===== config.mk =====
export PLATFORM = sky130hd
export DESIGN_NAME = vedic_seq16x16
export DESIGN_NICKNAME = d
export VERILOG_FILES = /design/src/rtl/vedic_seq16x16.sv
export SDC_FILE = /design/constraint.sdc
export NUM_CORES = 1
export LEC_CHECK = 0
export BUFFER_PORTS_ARGS = -buffer_cell sky130_fd_sc_hd__buf_2
export CORE_MARGIN = 2
export CORE_UTILIZATION = 50
export CTS_BUF_LIST = sky130_fd_sc_hd__clkbuf_8
export DETAILED_ROUTE_END_ITERATION = 8
export GPL_ROUTABILITY_DRIVEN = 0
export PLACE_DENSITY_LB_ADDON = 0.1
export SYNTH_ARGS = -nofsm -noshare
export SYNTH_HDL_FRONTEND = slang
export SYNTH_HIERARCHICAL = 1
export SYNTH_SLANG_ARGS = --single-unit

===== constraint.sdc =====
create_clock -name clk -period 13.75 [get_ports clk]
set_input_delay 3.4375 -clock clk [delete_from_list [all_inputs] [get_ports clk]]
set_output_delay 3.4375 -clock clk [all_outputs]
set_load 0.05 [all_outputs]

===== src/rtl/vedic_seq16x16.sv =====
// Sequential 16x16 unsigned multiplier built around one 8x8 Vedic core.
// The operands are split into bytes and one byte product is accumulated per
// cycle, over four MUL cycles, into a 32-bit result.

// 2x2 Vedic cell: vertical/crosswise partial products with half adders.
module vedic_2x2 (
    input  logic [1:0] a,
    input  logic [1:0] b,
    output logic [3:0] p
);
    logic x0, x1, c;
    assign x0   = a[1] & b[0];
    assign x1   = a[0] & b[1];
    assign c    = x0 & x1;
    assign p[0] = a[0] & b[0];
    assign p[1] = x0 ^ x1;
    assign p[2] = (a[1] & b[1]) ^ c;
    assign p[3] = (a[1] & b[1]) & c;
endmodule

// 4x4 Vedic block: four 2x2 cells, combined as shifted partial sums.
module vedic_4x4 (
    input  logic [3:0] a,
    input  logic [3:0] b,
    output logic [7:0] p
);
    logic [3:0] q0, q1, q2, q3;
    vedic_2x2 u0 (.a(a[1:0]), .b(b[1:0]), .p(q0));
    vedic_2x2 u1 (.a(a[3:2]), .b(b[1:0]), .p(q1));
    vedic_2x2 u2 (.a(a[1:0]), .b(b[3:2]), .p(q2));
    vedic_2x2 u3 (.a(a[3:2]), .b(b[3:2]), .p(q3));
    assign p = {4'b0, q0} + {2'b0, q1, 2'b0} + {2'b0, q2, 2'b0} + {q3, 4'b0};
endmodule

// 8x8 Vedic core: four 4x4 blocks, combined the same way.
module vedic_8x8 (
    input  logic [7:0]  a,
    input  logic [7:0]  b,
    output logic [15:0] p
);
    logic [7:0] q0, q1, q2, q3;
    vedic_4x4 u0 (.a(a[3:0]), .b(b[3:0]), .p(q0));
    vedic_4x4 u1 (.a(a[7:4]), .b(b[3:0]), .p(q1));
    vedic_4x4 u2 (.a(a[3:0]), .b(b[7:4]), .p(q2));
    vedic_4x4 u3 (.a(a[7:4]), .b(b[7:4]), .p(q3));
    assign p = {8'b0, q0} + {4'b0, q1, 4'b0} + {4'b0, q2, 4'b0} + {q3, 8'b0};
endmodule

module vedic_seq16x16 (
    input  logic        clk,
    input  logic        rst_n,
    input  logic [15:0] a,
    input  logic [15:0] b,
    input  logic        in_valid,
    output logic        in_ready,
    output logic [31:0] y,
    output logic        out_valid,
    input  logic        out_ready
);
    typedef enum logic [1:0] {IDLE, MUL, DONE} state_t;

    state_t      state, state_nx;
    logic [1:0]  step;
    logic [15:0] ra, rb;
    logic [31:0] acc;
    logic [7:0]  core_a, core_b;
    logic [15:0] p;
    logic [31:0] addend;

    // Pick the byte pair for this step; both cross terms carry weight 2^8.
    always_comb begin
        core_a = step[0] ? ra[15:8] : ra[7:0];
        core_b = step[1] ? rb[15:8] : rb[7:0];
        case (step)
            2'd0:    addend = {16'b0, p};
            2'd3:    addend = {p, 16'b0};
            default: addend = {8'b0, p, 8'b0};
        endcase
    end

    vedic_8x8 u_core (.a(core_a), .b(core_b), .p(p));

    // State register.
    always_ff @(posedge clk or negedge rst_n) begin
        if (!rst_n) state <= IDLE;
        else        state <= state_nx;
    end

    // Next state and handshake outputs; both depend on state only.
    always_comb begin
        state_nx  = state;
        in_ready  = 1'b0;
        out_valid = 1'b0;
        case (state)
            IDLE: begin
                in_ready = 1'b1;
                if (in_valid) state_nx = MUL;
            end
            MUL:  if (step == 2'd3) state_nx = DONE;
            DONE: begin
                out_valid = 1'b1;
                if (out_ready) state_nx = IDLE;
            end
            default: state_nx = IDLE;
        endcase
    end

    // Operand capture, step counter and accumulator; acc is held in DONE/IDLE.
    always_ff @(posedge clk or negedge rst_n) begin
        if (!rst_n) begin
            ra   <= '0;
            rb   <= '0;
            acc  <= '0;
            step <= '0;
        end else begin
            case (state)
                IDLE: if (in_valid) begin
                    ra   <= a;
                    rb   <= b;
                    acc  <= '0;
                    step <= '0;
                end
                MUL: begin
                    acc  <= acc + addend;
                    step <= step + 2'd1;
                end
                default: ;
            endcase
        end
    end

    assign y = acc;
endmodule


==> summary.txt <==
Floorplan
  • # rows: 46
  • Die Y-Extent: 131 microns
  • Starting Density: about half
  • Die area: about 17000 sq um
  • Die width: 131 microns
  • I/O pin count: 70
  • Core area: 15800 sq um

Global route
  • GRT Residual Overflow: 0
  • Global router's overall resource usage: 23.6%
  • Number of global-route vias before repair: 6213
  • Initial antenna violation count: 0
  • Pin count of the biggest net entering global routing: 69
  • First-pass GRT wire length: roughly 32000 microns

Logic synthesis
  • Compound-Gate Fraction of Synth Area: around 16%
  • Main synth FF type: dfrtp_1
  • Post-Synth Adder-Cell Area: 25.1%
  • Sequential share of the synthesized area: around a fifth
  • Leading post-synthesis cells by cell area: dfrtp_1, ha_1, nand2_1, and2_1, fa_1
  • Post-Syn Nets: 1161
  • Post-Syn Instances: 978
  • Yosys reg bits: 68
  • Area share of the largest cell type after synthesis: 21.2%
  • Synth top cells by count: nand2_1, ha_1, and2_1
  • Post-Syn Area per Cell: between 8 and 9 sq um
  • Post-synthesis xor/xnor area fraction: 6.87%
  • Mapped Area: 8030 sq um
  • Most frequent cell after synthesis: nand2_1
  • Synth cell types: 63
  • Multiplexer area fraction after synthesis: 2.37%
  • Simple-Gate Fraction of Synth Area: 22.5%
  • FFs w/ async S/R, synth: 100%
  • Largest area contributor in the synthesized netlist: dfrtp_1
  • Main combinational cell family by area after synthesis: adder cells
  • YS warnings: 6
  • Number of flops mapped to enable cells by yosys: 0

Setup path
  • Endpoint class of the critical path: flip-flop
  • CP max stage delay: approximately 0.61 ns
  • FF-to-FF Start: step[0]
  • FF-to-FF setup slack: 4.53 ns
  • Maximum fanout along the worst path: 12
  • Worst reg2reg path depth: 33
  • RR Endpoint: y[28]
  • Req. time, crit path: 14.05 ns
  • Startpoint types: flip-flop
  • Critical path origin: step[0]
  • Critical path arrival: ~9.5 ns
  • Kind of critical path: reg2reg
  • Slowest CP cell: dfrtp_1

Clock tree
  • Clock-pin slew on the worst setup and hold paths: 0.08 ns
  • Clk sinks: 68
  • Post-CTS setup buffer count: 0
  • Root buf cell: clkbuf_8
  • Hold Buf Count CTS: 0
  • CTS tree: done
  • Htree depth: 3
  • CTS buffer count: 9
  • Max clock buf depth: 2
  • PostCTS Resize Cnt: 0
  • Worst-skew pair later-pin latency: approximately 0.38 ns

Drt
  • Routed WL: slightly below 20000 microns
  • DR vias: 6766
  • DR pass1 iterations: 5
  • Drt via density: 5.42
  • Initial DRC Count: roughly 340
  • Residual DRC: 0
  • Antenna Nets Post-Route: 0
  • DR WL/cell: 15.5 microns

Placement
  • Port buffer count: 69
  • DP Wirelength: 15300 microns

Hold path
  • Worst Hold Path Cells: 2
  • HP Start: ra[4]
  • Endpoint, Worst Hold: ra[4]
  • Hold crit path type: reg2reg

Status
  • Status: complete, no violations

Finish
  • Post-layout nets: around 1200
  • # fillers: 1582
  • P&R area growth vs syn: 8.87%
  • Antenna cells: 0
  • Share of post-route cells with drive strength above 1: 12.5%

Timing
  • Share of the clock period used by the worst path: 67.1%
  • Slew @ Worst Pin: 0.879 ns
  • Fmax achieved: 108 MHz
  • Endpoints failing setup: 0
  • Final Max Tran Viols: 0
  • Slew Limit Headroom: 41.4%
  • Final hold viol count: 0
  • Min Clock Period, post-route: slightly above 9 ns
  • Setup TNS: 0 ns
  • RSZ-0062 raised after global routing: no
  • Clk_skew: 0.0142 ns

Flow run
  • Max Cap Viol: 0
==> through the flow <==
step	hold WS [ns]	cells	worst slack (ns)	cell area, sq um	util, %
after floorplan	0.440	978	5.29	8030	-
after global placement	0.455	1232	4.89	8510	54.0
after detailed placement	0.458	1232	4.62	8510	54.0
after CTS	0.482	1248	4.55	8740	55.4
after global routing	0.501	1248	4.01	8740	55.4
final	0.481	1248	4.53	8740	55.4
==> worst max path at each step <==
stage | to | slack, ns | depth (start not counted)
2_1_floorplan | y[31] | 5.29 | 35
3_3_place_gp | y[28] | 4.89 | 33
3_5_place_dp | y[28] | 4.62 | 33
4_1_cts | y[28] | 4.55 | 33
5_1_grt | y[28] | 4.01 | 33
6_report | y[28] | 4.53 | 33
==> area by class of cell <==
cell class	instances	area [sq um]	area share, %
Tap cell	216	270	3.09
Timing Repair Buffer	74	383	4.38
Clock inverter	7	109	1.25
Clock buffer	9	124	1.42
Multi-Input combinational cell	800	5880	67.2
Inverter	74	278	3.18
Sequential cell	68	1700	19.5
==> cells in the final DEF, fill, tap and decap left out, types with 22 or more instances in the layout <==
| master | n |
|---|---|
| dfrtp_1 | 68 |
| nand2_1 | 175 |
| o21ai_0 | 51 |
| and2_1 | 82 |
| nand3_1 | 22 |
| xnor2_1 | 45 |
| nor2_1 | 33 |
| a21oi_1 | 41 |
| buf_2 | 69 |
| inv_1 | 73 |
| fa_1 | 23 |
| ha_1 | 124 |
==> registers in the layout, summed over array words and instances, names as in the netlist <==
signal,count
ra,16
state,2
rb,16
y,32
step,2
==> cell families (layout without fill, tap and decap cells) <==
logic type | count (synthesis) | count (layout)
and+or+nand+nor | 375 | 375
AOI/OAI and AO/OA | 198 | 198
adders and majority gates | 147 | 147
buffers and inverters | 110 | 164
DFF | 68 | 68
xor gates and xnor gates | 63 | 63
muxes | 17 | 17
==> layer usage <==
layer	up-vias	share of wire [%]	wire length, microns	track usage (%)
met5	-	0	0	0
met4	0	1.6	306	6.57
met3	22	4.3	831	3.14
met2	164	42	8210	35.1
met1	3128	52	10000	35.9
li1	3452	-	-	-
==> worst max-delay path, delay by kind of cell (launching register included) <==
family / cells / cell delay, ns
muxes: 1 / 0.46
DFF: 1 / 0.61
and+or+nand+nor: 7 / 1.30
xor gates and xnor gates: 4 / 0.89
adders and majority gates: 10 / 3.72
AOI/OAI and AO/OA: 8 / 1.98
buffers and inverters: 3 / 0.17
Power is left out: the tool's default activity adds up to more than one toggle a clock period on the data nets, which glitch-free logic cannot reach.
